[src/rtl/e1_rx_bd_pkg.sv]
// Shared definitions for the E1 receive buffer-descriptor scheduler.
// A completion entry packs the MF index in the low bits and the CRC status in the top two bits.
package e1_rx_bd_pkg;

  localparam int CRC_E_W    = 2;
  localparam int CRC_E_SMF1 = 0;
  localparam int CRC_E_SMF2 = 1;

  typedef enum logic [1:0] {
    RETIRE_IDLE     = 2'd0,
    RETIRE_ACCEPT   = 2'd1,
    RETIRE_DROP     = 2'd2,
    RETIRE_SPURIOUS = 2'd3
  } retire_e;

endpackage

[src/rtl/e1_rx_bd_fifo.sv]
// Synchronous FIFO with flush.
// When it is full, a push is still accepted if the head is popped in the same cycle.
module e1_rx_bd_fifo #(
  parameter int WIDTH      = 8,
  parameter int LOG2_DEPTH = 2
) (
  input  logic             clk,
  input  logic             rst,
  input  logic             push,
  input  logic [WIDTH-1:0] push_data,
  input  logic             pop,
  input  logic             flush,
  output logic             full,
  output logic             empty,
  output logic [WIDTH-1:0] head
);

  localparam int DEPTH = 1 << LOG2_DEPTH;

  logic [LOG2_DEPTH:0] wr_ptr;
  logic [LOG2_DEPTH:0] rd_ptr;
  logic [WIDTH-1:0]    mem [DEPTH];
  logic                pop_ok;
  logic                push_ok;

  assign empty   = (wr_ptr == rd_ptr);
  assign full    = (wr_ptr[LOG2_DEPTH] != rd_ptr[LOG2_DEPTH]) &&
                   (wr_ptr[LOG2_DEPTH-1:0] == rd_ptr[LOG2_DEPTH-1:0]);
  assign pop_ok  = pop & ~empty;
  assign push_ok = push & (~full | pop_ok);

  always_ff @(posedge clk) begin
    if (rst || flush) begin
      wr_ptr <= '0;
      rd_ptr <= '0;
    end else begin
      if (push_ok) wr_ptr <= wr_ptr + 1'b1;
      if (pop_ok)  rd_ptr <= rd_ptr + 1'b1;
    end
  end

  // Storage is not reset; the head is forced to zero while empty instead.
  always_ff @(posedge clk) begin
    if (push_ok && !flush) mem[wr_ptr[LOG2_DEPTH-1:0]] <= push_data;
  end

  assign head = empty ? '0 : mem[rd_ptr[LOG2_DEPTH-1:0]];

endmodule

[src/rtl/e1_rx_bd_ctrl.sv]
// E1 receive BD scheduler: presents the submit-queue head to the receiver and retires it on bd_done.
// Retired entries go into a completion queue tagged with the CRC status; misses and errors are counted.
module e1_rx_bd_ctrl
  import e1_rx_bd_pkg::*;
#(
  parameter int MFW        = 7,
  parameter int LOG2_DEPTH = 2,
  parameter int MISS_W     = 16
) (
  input  logic               clk,
  input  logic               rst,
  input  logic               ctl_enable,
  input  logic               ctl_flush,
  input  logic [MFW-1:0]     sub_mf,
  input  logic               sub_valid,
  output logic               sub_ready,
  output logic [MFW-1:0]     cmp_mf,
  output logic [CRC_E_W-1:0] cmp_crc_e,
  output logic               cmp_valid,
  input  logic               cmp_ready,
  output logic [MFW-1:0]     bd_mf,
  output logic               bd_valid,
  input  logic [CRC_E_W-1:0] bd_crc_e,
  input  logic               bd_done,
  input  logic               bd_miss,
  output logic [MISS_W-1:0]  stat_miss_cnt,
  output logic               stat_cmp_ovf,
  output logic               stat_spurious,
  input  logic               stat_clear
);

  localparam int CW = MFW + CRC_E_W;

  logic          sub_full;
  logic          sub_empty;
  logic [MFW-1:0] sub_head;
  logic          cmp_full;
  logic          cmp_empty;
  logic [CW-1:0] cmp_head;
  logic          cmp_pop;
  logic          cmp_push;
  retire_e       retire;

  e1_rx_bd_fifo #(.WIDTH(MFW), .LOG2_DEPTH(LOG2_DEPTH)) u_sub_q (
    .clk       (clk),
    .rst       (rst),
    .push      (sub_valid),
    .push_data (sub_mf),
    .pop       (bd_done),
    .flush     (ctl_flush),
    .full      (sub_full),
    .empty     (sub_empty),
    .head      (sub_head)
  );

  // A flushed retire loses both its pop and its completion.
  always_comb begin
    retire = RETIRE_IDLE;
    if (bd_done) begin
      if (sub_empty)                  retire = RETIRE_SPURIOUS;
      else if (ctl_flush)             retire = RETIRE_IDLE;
      else if (!cmp_full || cmp_pop)  retire = RETIRE_ACCEPT;
      else                            retire = RETIRE_DROP;
    end
  end

  assign cmp_pop  = cmp_ready & ~cmp_empty;
  assign cmp_push = (retire == RETIRE_ACCEPT);

  e1_rx_bd_fifo #(.WIDTH(CW), .LOG2_DEPTH(LOG2_DEPTH)) u_cmp_q (
    .clk       (clk),
    .rst       (rst),
    .push      (cmp_push),
    .push_data ({bd_crc_e, sub_head}),
    .pop       (cmp_pop),
    .flush     (1'b0),
    .full      (cmp_full),
    .empty     (cmp_empty),
    .head      (cmp_head)
  );

  assign sub_ready = ~sub_full;
  assign bd_valid  = ctl_enable & ~sub_empty;
  assign bd_mf     = sub_head;
  assign cmp_valid = ~cmp_empty;
  assign cmp_mf    = cmp_head[MFW-1:0];
  assign cmp_crc_e = cmp_head[CW-1:MFW];

  // Events take precedence over a coincident stat_clear.
  always_ff @(posedge clk) begin
    if (rst) begin
      stat_miss_cnt <= '0;
      stat_cmp_ovf  <= 1'b0;
      stat_spurious <= 1'b0;
    end else begin
      if (bd_miss) begin
        if (stat_clear)               stat_miss_cnt <= {{(MISS_W-1){1'b0}}, 1'b1};
        else if (~&stat_miss_cnt)     stat_miss_cnt <= stat_miss_cnt + 1'b1;
      end else if (stat_clear) begin
        stat_miss_cnt <= '0;
      end

      if (retire == RETIRE_DROP)          stat_cmp_ovf <= 1'b1;
      else if (stat_clear)                stat_cmp_ovf <= 1'b0;

      if (retire == RETIRE_SPURIOUS)      stat_spurious <= 1'b1;
      else if (stat_clear)                stat_spurious <= 1'b0;
    end
  end

endmodule

[config.mk]
export PLATFORM = sky130hd
export DESIGN_NAME = e1_rx_bd_ctrl
export DESIGN_NICKNAME = d
export VERILOG_FILES = /design/src/rtl/e1_rx_bd_pkg.sv /design/src/rtl/e1_rx_bd_fifo.sv /design/src/rtl/e1_rx_bd_ctrl.sv
export SDC_FILE = /design/constraint.sdc
export NUM_CORES = 1
export LEC_CHECK = 0
export CAP_MARGIN = 20
export CORE_MARGIN = 2
export CORE_UTILIZATION = 55
export CTS_CLUSTER_SIZE = 24
export DETAILED_ROUTE_END_ITERATION = 10
export PLACE_DENSITY = 0.91
export SLEW_MARGIN = 20
export SYNTH_ARGS = -nofsm -noshare
export SYNTH_HDL_FRONTEND = slang
export SYNTH_SLANG_ARGS = --single-unit
[constraint.sdc]
create_clock -name clk -period 2.3 [get_ports clk]
set_input_delay 0.345 -clock clk [delete_from_list [all_inputs] [get_ports clk]]
set_output_delay 0.345 -clock clk [all_outputs]
set_load 0.02 [all_outputs]
* Word level (Yosys, flattened, before mapping)
Memories as Yosys holds them, arrays and structs flattened. A register that Yosys moved wholly into a read port is not among the register bits.
Index checks and enable logic that the tools add are counted.
** Storage, ports and cells
- Bits in registers :: 30
- RAM bits :: 64
- Output and inout bits :: 37
- Memories :: 2
** Operators by class
- $add $sub $neg :: 5
- Equal/unequal tests :: 10
- Mux-type cells :: 21
- Bitwise logic cells :: 12
- Reductions and logical operators :: 12
** Memories
- u_cmp_q.mem :: depth 4, bits a word 9, read ports 1, clocked after memory_dff 1, wr ports 1, RTL line e1_rx_bd_fifo.sv:22 : logic [WIDTH-1:0] mem [DEPTH];
- u_sub_q.mem :: depth 4, bits a word 7, read ports 1, clocked after memory_dff 1, wr ports 1, RTL line e1_rx_bd_fifo.sv:22
** Operator list (count)
- 16-bit two-way mux :: 4
- 16-bit by 1-bit adder with 16-bit output, second input constant :: 1
- 2-bit two-way mux :: 8
- 16-bit AND reduction :: 1
- 3-bit by 1-bit adder with 3-bit output, second input constant :: 4
- 9-bit two-way mux :: 1
- 1-bit two-way mux :: 7
- 7-bit two-way mux :: 1
- 1-bit bitwise AND :: 6
- 3-bit equality test :: 2
- 2-bit nonzero test :: 3
- 2-bit equality test :: 2
- 2-bit equality test, second input constant :: 2
- 1-bit inverter :: 4
- 1-bit logical AND :: 3
- 2-bit by 1-bit equality test with 1-bit output, second input constant :: 1
- 1-bit logical NOT :: 2
- 1-bit logical OR :: 2
- 1-bit != test :: 2
- 2-bit != test, second input constant :: 1
- 1-bit bitwise OR :: 2
- 2-bit AND reduction :: 1

* Depth between registers and ports, before layout
Gate-level depths: netlist of the first run.
- Word-level depth :: 12
- Depth in mapped cells :: 5

* Hierarchy
From an unflattened synthesis of the first run, not the netlist that was laid out.
** Second synthesis, totals
- Cells, all modules :: 341
- Area, all modules :: 4415.5 µm²
** Modules (own cells, without submodules)
- e1_rx_bd_fifo at u_cmp_q :: times used 1, cells an instance 114, area an instance 1855.5 µm², seq. area each 1241.2 µm²
- e1_rx_bd_fifo at u_sub_q :: times used 1, cells an instance 102, area an instance 1577.8 µm², seq. area each 1001.0 µm²
- e1_rx_bd_ctrl :: times used 1, cells an instance 125, area an instance 982.2 µm², seq. area each 360.3 µm²

* Worst setup path after synthesis of the first run
Ideal clock, no wire load.
- Path type :: register to register
- Start :: reg u_sub_q.wr_ptr[1]
- End :: reg u_cmp_q.wr_ptr[2]
- Setup time :: 0.123 ns
- Data arrival time :: 1.749 ns
- Setup slack :: 0.427 ns
- Cell stages (with the launch flop) :: 5
- Path buffers :: 0
- Clock period less this slack :: 1.873 ns
- Cell sequence :: dfxtp_1 xor2_2 o31ai_4 nor4b_4 mux2_1
** On the way
- Word-level cells in the longest chain between the ends :: 5
** RTL lines
- start: declaration :: RTL line e1_rx_bd_fifo.sv:20 : logic [LOG2_DEPTH:0] wr_ptr;
- start signal: assignment :: RTL line e1_rx_bd_fifo.sv:37 : if (push_ok) wr_ptr <= wr_ptr + 1'b1;
- 3-bit equality test :: RTL line e1_rx_bd_fifo.sv:26 : assign empty = (wr_ptr == rd_ptr);
- 2-bit two-way mux :: RTL line e1_rx_bd_ctrl.sv:60 : if (sub_empty) retire = RETIRE_SPURIOUS;
- 2-bit two-way mux :: RTL line e1_rx_bd_ctrl.sv:59 : if (bd_done) begin
- 2-bit by 1-bit equality test with 1-bit output :: RTL line e1_rx_bd_ctrl.sv:68 : assign cmp_push = (retire == RETIRE_ACCEPT);
- 1-bit bitwise AND :: RTL line e1_rx_bd_fifo.sv:30 : assign push_ok = push & (~full | pop_ok);
- end signal: assignment :: RTL line e1_rx_bd_fifo.sv:37
- end: declaration :: RTL line e1_rx_bd_fifo.sv:20
No other way between the ends.
A chain may end at the register's enable or synchronous reset.

==> impl_metrics.yaml, run 1 <==
routing:
  average_wire_per_standard_cell_um: 16.9
  first_pass_iters: 4
  dr_total_vias: 2725
  detailedRoute.firstIterationViolations: 150
  viasPerCell: 5.62
  drc_violations_left: 0
  wl_final_mm: 8.20
  route.antenna.remaining_nets: 0
cells_and_area:
  final_cells: 485
  drive_gt1_share_pct: 20.4
  flow.area_growth_from_synthesis_pct: 23.9
  post-route-util_pct: 69.1
  filler_cell_count: 520
  antenna-diode-count: 0
  fin_nets: 407
place:
  detailedPlacementHpwl_mm: 5.85
  gpl.final_weighted_congestion: 0.836
  place.detailed.instances: 468
  port_buffers: 54
yosys:
  post_synth_and_or_nand_nor_area_fraction_pct: 14.2
  synth-edff-count: 64
  synth.distinct_cells: 50
  syn-num-nets: 329
  synth.cell_area_mm2: 0.00424
  synthDominantAreaCellType: "edfxtp_1"
  synth.yosys.seq_area_share_pct: 61.3
  netlist_instances: 300
  yosys_warnings: 0
  postSynth.topFlopCell: "edfxtp_1"
  synth_top_family_by_area: "simple AND/OR/NAND/NOR gates"
  synth-xor-area-share_pct: 3.04
  syn-mean-instance-area_um2: 14.1
  synth_seq_cells: 98
  synthMuxAreaShare_pct: 9.97
  synth_top_area_share_pct: 45.3
  async_flop_share_pct: 0
  synth_fa_ha_area_share_pct: 3.24
  share_of_the_synthesized_area_in_compound_gates_ao_oa_aoi_oai_pct: 6.58
  post_synth_main_area_contributors: "edfxtp_1 (45%), dfxtp_1 (16%), mux4_2 (8.5%), ha_1 (3.2%), nor2b_1 (2.8%)"
clock_tree:
  cts_tree: "done"
  worst_skew_pair.late_latency_ns: 0.35
  clock_path_buffers: 2
  clock_tree.htree_level_count: 3
  cts_root_buffer: "clkbuf_8"
  numCtsBuffers: 9
  clkSlewWorstSetupHoldPaths_ns: 0.09
  cts-hold-fix-buffers: 0
  cts.sink_count: 98
run:
  cap_viol_max_count: 0
worst_hold_path:
  timing.hold.worst.class: "reg2reg"
  min_path_cells: 2
  worst_hold_startpoint: "stat_cmp_ovf"
  timing.hold.worst_endpoint: "stat_cmp_ovf"
critical_path:
  regToRegSetupSlack_ns: 0.22
  r2r_cells: 5
  timing.critical_path.to_type: "primary output"
  cp_data_arrival_time_ns: 1.85
  timing.critical_path.cells: "buf_6 -> mux4_2 -> nor2b_1 -> dlygate4sd2_1"
  crit_path_top_delay_cell: "mux4_2"
  crit_fanout: 9
  r2r_start: "u_cmp_q.rd_ptr[0]"
  cp.required_ns: 1.96
  rr_endpoint: "u_cmp_q.mem[0][7]"
  cp_slowest_stage_delay_ns: 0.53
  start_kind: "flip-flop"
  setup.worst_path.class: "reg2out"
grt:
  grt_antenna_before_repair: 0
  number_of_global_route_vias_before_repair: 2735
  grt_usage_pct: 20.7
  grt_overflow_total: 0
  maximum_number_of_pins_on_one_net_before_global_route_repair: 17
  grt_first_pass_wirelength_mm: 13.5
sta:
  min_period_over_period_pct: 95.4
  timing.hold.ws_ns: 0.495
  final_period_minus_worst_setup_slack_ns: 2.19
  finClkSkew_ns: 0.0108
  setup_viol: 0
  finalMaxSlewViolations: 0
  grt_setup_unrepaired: "false"
  max-slew-margin-rel_pct: 49.5
  achievable-frequency_ghz: 0.456
  hold_viol_final: 0
  tightest_slew_ns: 0.750
power_and_ir_drop:
  ir_drop_uv: 318
  finalPower_uw: 3370
  power-per-cell-area_mw_per_mm2: 641
  leakage_uw: 0.00183
die:
  floorplan.die_area_mm2: 0.00843
  rows: 32
  die_w_um: 91.8
  die_height_um: 91.8
  pin_count: 55
  floorplan.initialDensity_pct: 55.8
  fp.coreArea_mm2: 0.00761
outcome:
  status: "finished clean"
## per-stage QoR
stage | setup TNS [ns] | setup WS [ns] | cell area (um2)
6_report | 0 | 0.106 | 5260
5_1_grt | 0 | 0.00476 | 5260
4_1_cts | 0 | 0.0314 | 5260
3_5_place_dp | -0.493 | -0.0934 | 5040
3_3_place_gp | 0 | 0.0230 | 5040
2_1_floorplan | 0 | 0.427 | 4240
## layer usage
layer	part of all wire (%)	GRT usage (%)	wire, um
met3	3.8	3.62	309
met2	53	34.8	4310
met5	0	0	0
met1	42	27.0	3420
met4	1.9	7.96	153
## layout make-up
class | instances | area, um2 | share of cell area (%)
Clock buffer | 10 | 128 | 2.43
Sequential cell | 98 | 2600 | 49.5
Multi-Input combinational cell | 184 | 1600 | 30.4
Tap cell | 102 | 128 | 2.43
Timing Repair Buffer | 76 | 678 | 12.9
Clock inverter | 6 | 88.8 | 1.69
Inverter | 9 | 33.8 | 0.642
## repair_timing
| item | CTS | global route |
|---|---|---|
| pin swaps | 0 | 1 |
| gates resized for setup | 26 | 14 |
| setup buffers | 0 | 1 |
| endpoints found under the setup margin | 19 | 12 |
## worst max-delay path, delay by kind of cell, from the launching register on
kind,cells,cell delay (ns)
multiplexers,1,0.53
AND/OR/NAND/NOR,1,0.14
flip-flops,1,0.34
buffers and inverters,2,0.49
## worst max path at each step
stage                           start                end  slack (ns)
finish                      flip-flop          cmp_mf[1]        0.11
global route        u_cmp_q.rd_ptr[0]          cmp_valid       0.005
CTS                 u_sub_q.rd_ptr[2]           bd_mf[6]        0.03
detailed placement  u_cmp_q.wr_ptr[2]          cmp_mf[4]       -0.09
global placement              bd_done  u_cmp_q.mem[0][5]        0.02
floorplan           u_sub_q.wr_ptr[1]  u_cmp_q.wr_ptr[2]        0.43
## layout by cell type, fill, tap and decap left out, types with 3 or more instances in the layout
cell type         n
buf_4            20
nor2b_2           6
nand2_1           6
nor2_1           21
clkbuf_2          6
dlygate4sd2_1    11
nor3_1            4
or3_1             8
a21oi_1          13
ha_1             11
inv_1             9
mux4_2           16
dfxtp_1          34
clkbuf_8          9
nand2b_1          3
nand3_1           5
o311ai_0          3
mux2i_1           4
xor2_1            8
nand4_1           5
nor4_1            3
xnor2_1           3
edfxtp_1         64
o21ai_0           9
nor2b_1          13
and2_1            6
clkdlybuf4s50_1  36
o31ai_1           4
## cell families (layout without fill, tap and decap cells)
logic type      after synthesis  count (layout)
fa+ha+maj                    11              11
flops                        98              98
mux                          22              22
xor+xnor                     13              13
simple gates                 99              99
buf+inv                      18             101
compound gates               39              39
## registers in the layout (all words and copies together) (netlist names), 3 cells and up, named ones only
name,count
u_sub_q.rd_ptr,3
stat_miss_cnt,16
u_cmp_q.wr_ptr,3
u_sub_q.wr_ptr,3
u_sub_q.mem,28
u_cmp_q.mem,36
u_cmp_q.rd_ptr,3
## power breakdown
group          total, uW  switching, uW  internal, uW
registers           1910           12.7          1890
logic                281            148           133
clock network       1180            570           615
## synth_stat cells, drive strengths merged (4+ instances only)
cell type / n
edfxtp: 64
dfxtp: 34
nor2: 21
nor2b: 19
mux4: 16
a21oi: 13
ha: 11
xor2: 10
inv: 9
o21ai: 9
or3: 8
and2: 7
nor3: 7
nand2: 6
nand3: 6
buf: 5
nand4: 5
nor4: 5
o31ai: 5
clkbuf: 4
mux2i: 4
No activity file was read; power rests on OpenSTA's default activity.
==> run 2, diff against run 1 <==
Settings changed: CORE_MARGIN 2 to not set.
==> run 2 against run 1 <==
  * Global-route usage is 1.7 points higher
  * Setup slack worse by 0.040 ns
  * Clock power hardly changed
  * Power is 0.69% higher
  * Register-to-register slack hardly changed
  * Flip-flop and latch count stayed put
  * Count of clock-buffer cells in the layout is 1 lower
  * Design area is 0.95% higher
  * Critical endpoint is now bd_mf[4]
  * Highest routed layer unchanged
==> impl_metrics.yaml, run 2 (synthesis results as in run 1) <==
place:
  placement.setup.worst_slack_ns: -0.104
  place.detailed.instances: 465
  port_buffers: 54
  detailedPlacementHpwl_mm: 6.05
  placedInstanceArea_mm2: 0.00504
  gpl.final_weighted_congestion: 0.876
critical_path:
  start_kind: "flip-flop"
  crit_fanout: 8
  setup.worst_path.class: "reg2out"
  regToRegSetupSlack_ns: 0.22
  rr_endpoint: "u_cmp_q.mem[1][1]"
  cp.required_ns: 1.96
  timing.critical_path.to_type: "primary output"
  r2r_start: "u_sub_q.wr_ptr[1]"
  r2r_cells: 5
  cp_data_arrival_time_ns: 1.89
clock_tree:
  cts_tree: "done"
  cts.sink_count: 98
  clkSlewWorstSetupHoldPaths_ns: 0.09
  clock_tree.htree_level_count: 3
  clock_path_buffers: 2
  numCtsBuffers: 9
  worst_skew_pair.late_latency_ns: 0.36
  cts_root_buffer: "clkbuf_8"
  cts-hold-fix-buffers: 0
power_and_ir_drop:
  sequentialPowerShare_pct: 56.2
  power.share.switching_pct: 22.1
  leakage_uw: 0.00185
  internal-power_uw: 2640
  power-per-cell-area_mw_per_mm2: 640
  ir_drop_uv: 423
  clock_power_share_pct: 35.2
  power_switching_uw: 750
  combinationalPowerShare_pct: 8.6
cells_and_area:
  layout.cells.most_common: "edfxtp_1"
  filler_cell_count: 452
  sequential_cell_area_mm2: 0.00261
  antenna-diode-count: 0
  largest_register_ff_count: 36
  drive_gt1_share_pct: 21.6
  multiInputGateArea_mm2: 0.00161
  final_cells: 484
  post-route-util_pct: 72.0
  most-common-layout-cells: "edfxtp_1 (64), clkdlybuf4s50_1 (36), dfxtp_1 (31), buf_4 (22), nor2_1 (21)"
  flow.area_growth_from_synthesis_pct: 25.1
  fin_nets: 409
  finished_cell_area_mm2: 0.00531
die:
  fp.coreArea_mm2: 0.00737
  floorplan.initialDensity_pct: 57.6
  pin_count: 55
  die_w_um: 89.8
  floorplan.die_area_mm2: 0.00807
  die_height_um: 89.8
  rows: 31
grt:
  maximum_number_of_pins_on_one_net_before_global_route_repair: 17
  grt_overflow_total: 0
  number_of_global_route_vias_before_repair: 2812
  grt_usage_pct: 22.4
  grt_antenna_before_repair: 0
  grt_first_pass_wirelength_mm: 13.9
worst_hold_path:
  worst_hold_startpoint: "stat_cmp_ovf"
  timing.hold.worst_endpoint: "stat_cmp_ovf"
  timing.hold.worst.class: "reg2reg"
  min_path_cells: 2
sta:
  finalMaxSlewViolations: 0
  timing.hold.ws_ns: 0.487
  setup_viol: 0
  min_period_over_period_pct: 97.1
  max-slew-margin-rel_pct: 54.3
  grt_setup_unrepaired: "true"
  final_period_minus_worst_setup_slack_ns: 2.23
  finClkSkew_ns: 0.00835
  setup_ws_ns: 0.0657
  achievable-frequency_ghz: 0.448
  tightest_slew_ns: 0.679
  hold_viol_final: 0
routing:
  route.antenna.remaining_nets: 0
  detailedRoute.firstIterationViolations: 212
  dr_total_vias: 2725
  first_pass_iters: 4
  wl_final_mm: 8.47
  drc_violations_left: 0
  average_wire_per_standard_cell_um: 17.5
  viasPerCell: 5.63
outcome:
  status: "finished clean"
run:
  cap_viol_max_count: 0
-- run 2: layer usage --
layer	vias up	routed length, um	share of wire [%]	track usage [%]
met1	1338	3560	42	27.3
li1	1301	-	-	-
met3	13	310	3.7	3.05
met4	0	127	1.5	11.1
met5	-	0	0	0
met2	73	4470	53	39.2
-- run 2: metrics by stage --
step | TNS (ns) | total power (uW)
finish | 0 | 3400
global route | -0.0191 | 3500
detailed placement | -0.831 | 2230
floorplan | 0 | 2090
CTS | 0 | 3390
global placement | 0 | 2220
-- run 2: how the worst max path moves through the flow --
| stage | from | to | depth (start not counted) |
|---|---|---|---|
| 6_report | u_sub_q.rd_ptr[0] | bd_mf[4] | 5 |
| 5_1_grt | u_sub_q.wr_ptr[2] | bd_mf[6] | 5 |
| 4_1_cts | u_sub_q.rd_ptr[1] | bd_mf[3] | 6 |
| 3_5_place_dp | u_cmp_q.wr_ptr[2] | cmp_mf[1] | 4 |
| 3_3_place_gp | u_cmp_q.wr_ptr[2] | cmp_mf[6] | 4 |
| 2_1_floorplan | u_sub_q.wr_ptr[1] | u_cmp_q.wr_ptr[2] | 4 |
-- run 2: what timing repair did --
| action | in CTS | in global routing |
|---|---|---|
| endpoints found under the setup margin | 19 | 15 |
| pin swaps | 0 | 1 |
| setup buffers | 2 | 1 |
| resized for setup | 32 | 8 |
-- run 2: critical path: stages, from the launching register on --
cell and delay [ns]:
dfxtp_1 0.44, xor2_2 0.21, nor3_2 0.07, buf_4 0.18, nor2b_1 0.27, clkdlybuf4s15_1 0.36
-- run 2: layout make-up --
cell class	count	area share (%)
flip-flops and latches	98	49.1
multi-input cells	184	30.3
repair buffers	78	13.5
clock buffers	9	2.33
well taps	99	2.33
clock inverters	7	1.74
inverters	9	0.636
-- run 2: power groups by stage --
stage          clock, uW  sequential, uW  combinational [uW]
4_1_cts             1200            1910                 285
3_3_place_gp           0            1940                 275
2_1_floorplan          0            1950                 142
3_5_place_dp           0            1950                 287
6_report            1200            1910                 292
5_1_grt             1270            1910                 313
==> run 3, diff against run 2 <==
Settings changed: CAP_MARGIN 20 to not set, CTS_BUF_LIST set to sky130_fd_sc_hd__clkbuf_16.
==> run 3 against run 2 <==
  * Utilization is 1.1 points higher
  * Non-clock buffer count down 1
  * Count of clock-buffer cells in the layout did not move
  * Fmax rose by 0.91%
  * Clock skew fell by 0.0018 ns
  * Critical path type unchanged
  * Design area up 1.5%
  * Sequential power barely moved
  * Setup slack gained 0.020 ns
  * Combinational power about the same
  * Hold slack lost 0.0047 ns
  * Global-route usage grew 1.8 points
==> impl_metrics.yaml, run 3 (synthesis results as in run 1) <==
clock_tree:
  cts.sink_count: 98
  clock_path_buffers: 2
  cts_tree: "done"
  clkSlewWorstSetupHoldPaths_ns: 0.07
  clock_tree.htree_level_count: 3
  worst_skew_pair.late_latency_ns: 0.34
  cts_root_buffer: "clkbuf_16"
  cts-hold-fix-buffers: 0
  numCtsBuffers: 9
cells_and_area:
  multiInputGateArea_mm2: 0.00161
  flow.area_growth_from_synthesis_pct: 27.0
  layout.cells.most_common: "edfxtp_1"
  most-common-layout-cells: "edfxtp_1 (64), clkdlybuf4s50_1 (36), dfxtp_1 (32), buf_4 (22), nor2_1 (21)"
  antenna-diode-count: 0
  post-route-util_pct: 73.1
  fin_nets: 408
  sequential_cell_area_mm2: 0.00261
  finished_cell_area_mm2: 0.00539
  filler_cell_count: 441
  largest_register_ff_count: 36
  drive_gt1_share_pct: 20.6
  final_cells: 483
power_and_ir_drop:
  internal-power_uw: 2980
  leakage_uw: 0.00189
  ir_drop_uv: 415
  sequentialPowerShare_pct: 50.3
  power.share.switching_pct: 21.3
  finalPower_uw: 3790
  combinationalPowerShare_pct: 7.7
  power-per-cell-area_mw_per_mm2: 704
  clock_power_share_pct: 42.0
  power_switching_uw: 810
sta:
  tightest_slew_ns: 0.729
  hold_viol_final: 0
  achievable-frequency_ghz: 0.452
  grt_setup_unrepaired: "false"
  max-slew-margin-rel_pct: 51.0
  finClkSkew_ns: 0.00656
  finalMaxSlewViolations: 0
  min_period_over_period_pct: 96.3
  setup_viol: 0
  final_period_minus_worst_setup_slack_ns: 2.21
grt:
  grt_usage_pct: 24.2
  number_of_global_route_vias_before_repair: 2924
  maximum_number_of_pins_on_one_net_before_global_route_repair: 17
  grt_overflow_total: 0
  grt_antenna_before_repair: 0
  grt_first_pass_wirelength_mm: 14.9
critical_path:
  timing.critical_path.to_type: "primary output"
  r2r_start: "u_sub_q.rd_ptr[1]"
  setup.worst_path.class: "reg2out"
  start_kind: "flip-flop"
  cp-endpoint: "cmp_mf[6]"
  rr_endpoint: "u_cmp_q.mem[0][3]"
  r2r_cells: 5
  cp.required_ns: 1.96
  regToRegSetupSlack_ns: 0.18
  cp_data_arrival_time_ns: 1.87
  crit_fanout: 9
die:
  fp.coreArea_mm2: 0.00737
  rows: 31
  floorplan.initialDensity_pct: 57.6
  die_w_um: 89.8
  die_height_um: 89.8
  floorplan.die_area_mm2: 0.00807
  pin_count: 55
routing:
  route.antenna.remaining_nets: 0
  detailedRoute.firstIterationViolations: 178
  wl_final_mm: 9.08
  first_pass_iters: 5
  viasPerCell: 5.86
  average_wire_per_standard_cell_um: 18.8
  dr_total_vias: 2829
  drc_violations_left: 0
place:
  detailedPlacementHpwl_mm: 6.05
  placedInstanceArea_mm2: 0.00504
  place.detailed.instances: 465
  gpl.final_weighted_congestion: 0.876
  port_buffers: 54
run:
  cap_viol_max_count: 0
worst_hold_path:
  worst_hold_startpoint: "stat_cmp_ovf"
  timing.hold.worst.class: "reg2reg"
outcome:
  status: "finished clean"
==> run 3: worst max-delay path, stage by stage (launching register included) <==
cell and delay, ns:
dfxtp_1 0.31, buf_4 0.21, mux4_2 0.54, nor2b_1 0.15, dlygate4sd2_1 0.32
==> run 3: how the worst min path moves through the flow <==
stage / endpoint / slack, ns / cells after the start
floorplan: u_cmp_q.mem[0][7] / 0.44 / 0
detailed placement: stat_cmp_ovf / 0.48 / 2
global placement: stat_cmp_ovf / 0.46 / 2
finish: stat_cmp_ovf / 0.48 / 2
CTS: stat_cmp_ovf / 0.49 / 2
global route: stat_cmp_ovf / 0.52 / 2
==> run 3: power groups by stage <==
| stage | Clock [uW] | Sequential, uW | Combinational [uW] |
|---|---|---|---|
| finish | 1590 | 1910 | 292 |
| global route | 1670 | 1910 | 312 |
| CTS | 1600 | 1910 | 284 |
| detailed placement | 0 | 1950 | 287 |
| global placement | 0 | 1940 | 275 |
| floorplan | 0 | 1950 | 142 |
==> run 3: repair_timing <==
| item | 4_1_cts | 5_1_grt |
|---|---|---|
| setup endpoints to repair | 19 | 6 |
| cloned | 0 | 0 |
| buffers inserted | 0 | 2 |
| pin swaps | 0 | 1 |
| gates resized for setup | 29 | 5 |
==> run 3: layer usage <==
| metal | part of all wire [%] | vias up | wire (um) | track usage, % |
|---|---|---|---|---|
| met5 | 0 | - | 0 | 0 |
| met1 | 40 | 1410 | 3630 | 28.4 |
| met2 | 54 | 102 | 4870 | 43.1 |
| met3 | 4.0 | 18 | 367 | 4.48 |
| met4 | 2.3 | 0 | 206 | 11.2 |
| li1 | - | 1299 | - | - |
==> run 3: per-stage QoR <==
stage / setup WS [ns] / TNS (ns) / hold WS (ns)
5_1_grt: 0.00416 / 0 / 0.518
2_1_floorplan: 0.427 / 0 / 0.444
3_5_place_dp: -0.104 / -0.831 / 0.484
4_1_cts: 0.0148 / 0 / 0.494
6_report: 0.0858 / 0 / 0.482
3_3_place_gp: 0.0178 / 0 / 0.459
==> run 3: area by class of cell <==
| cell class | count | area share, % |
|---|---|---|
| sequential | 98 | 48.3 |
| multi-input combinational | 184 | 29.8 |
| timing repair buffer | 77 | 13.0 |
| clock buffer | 9 | 4.18 |
| tap | 99 | 2.30 |
| clock inverter | 7 | 1.72 |
| inverter | 9 | 0.627 |
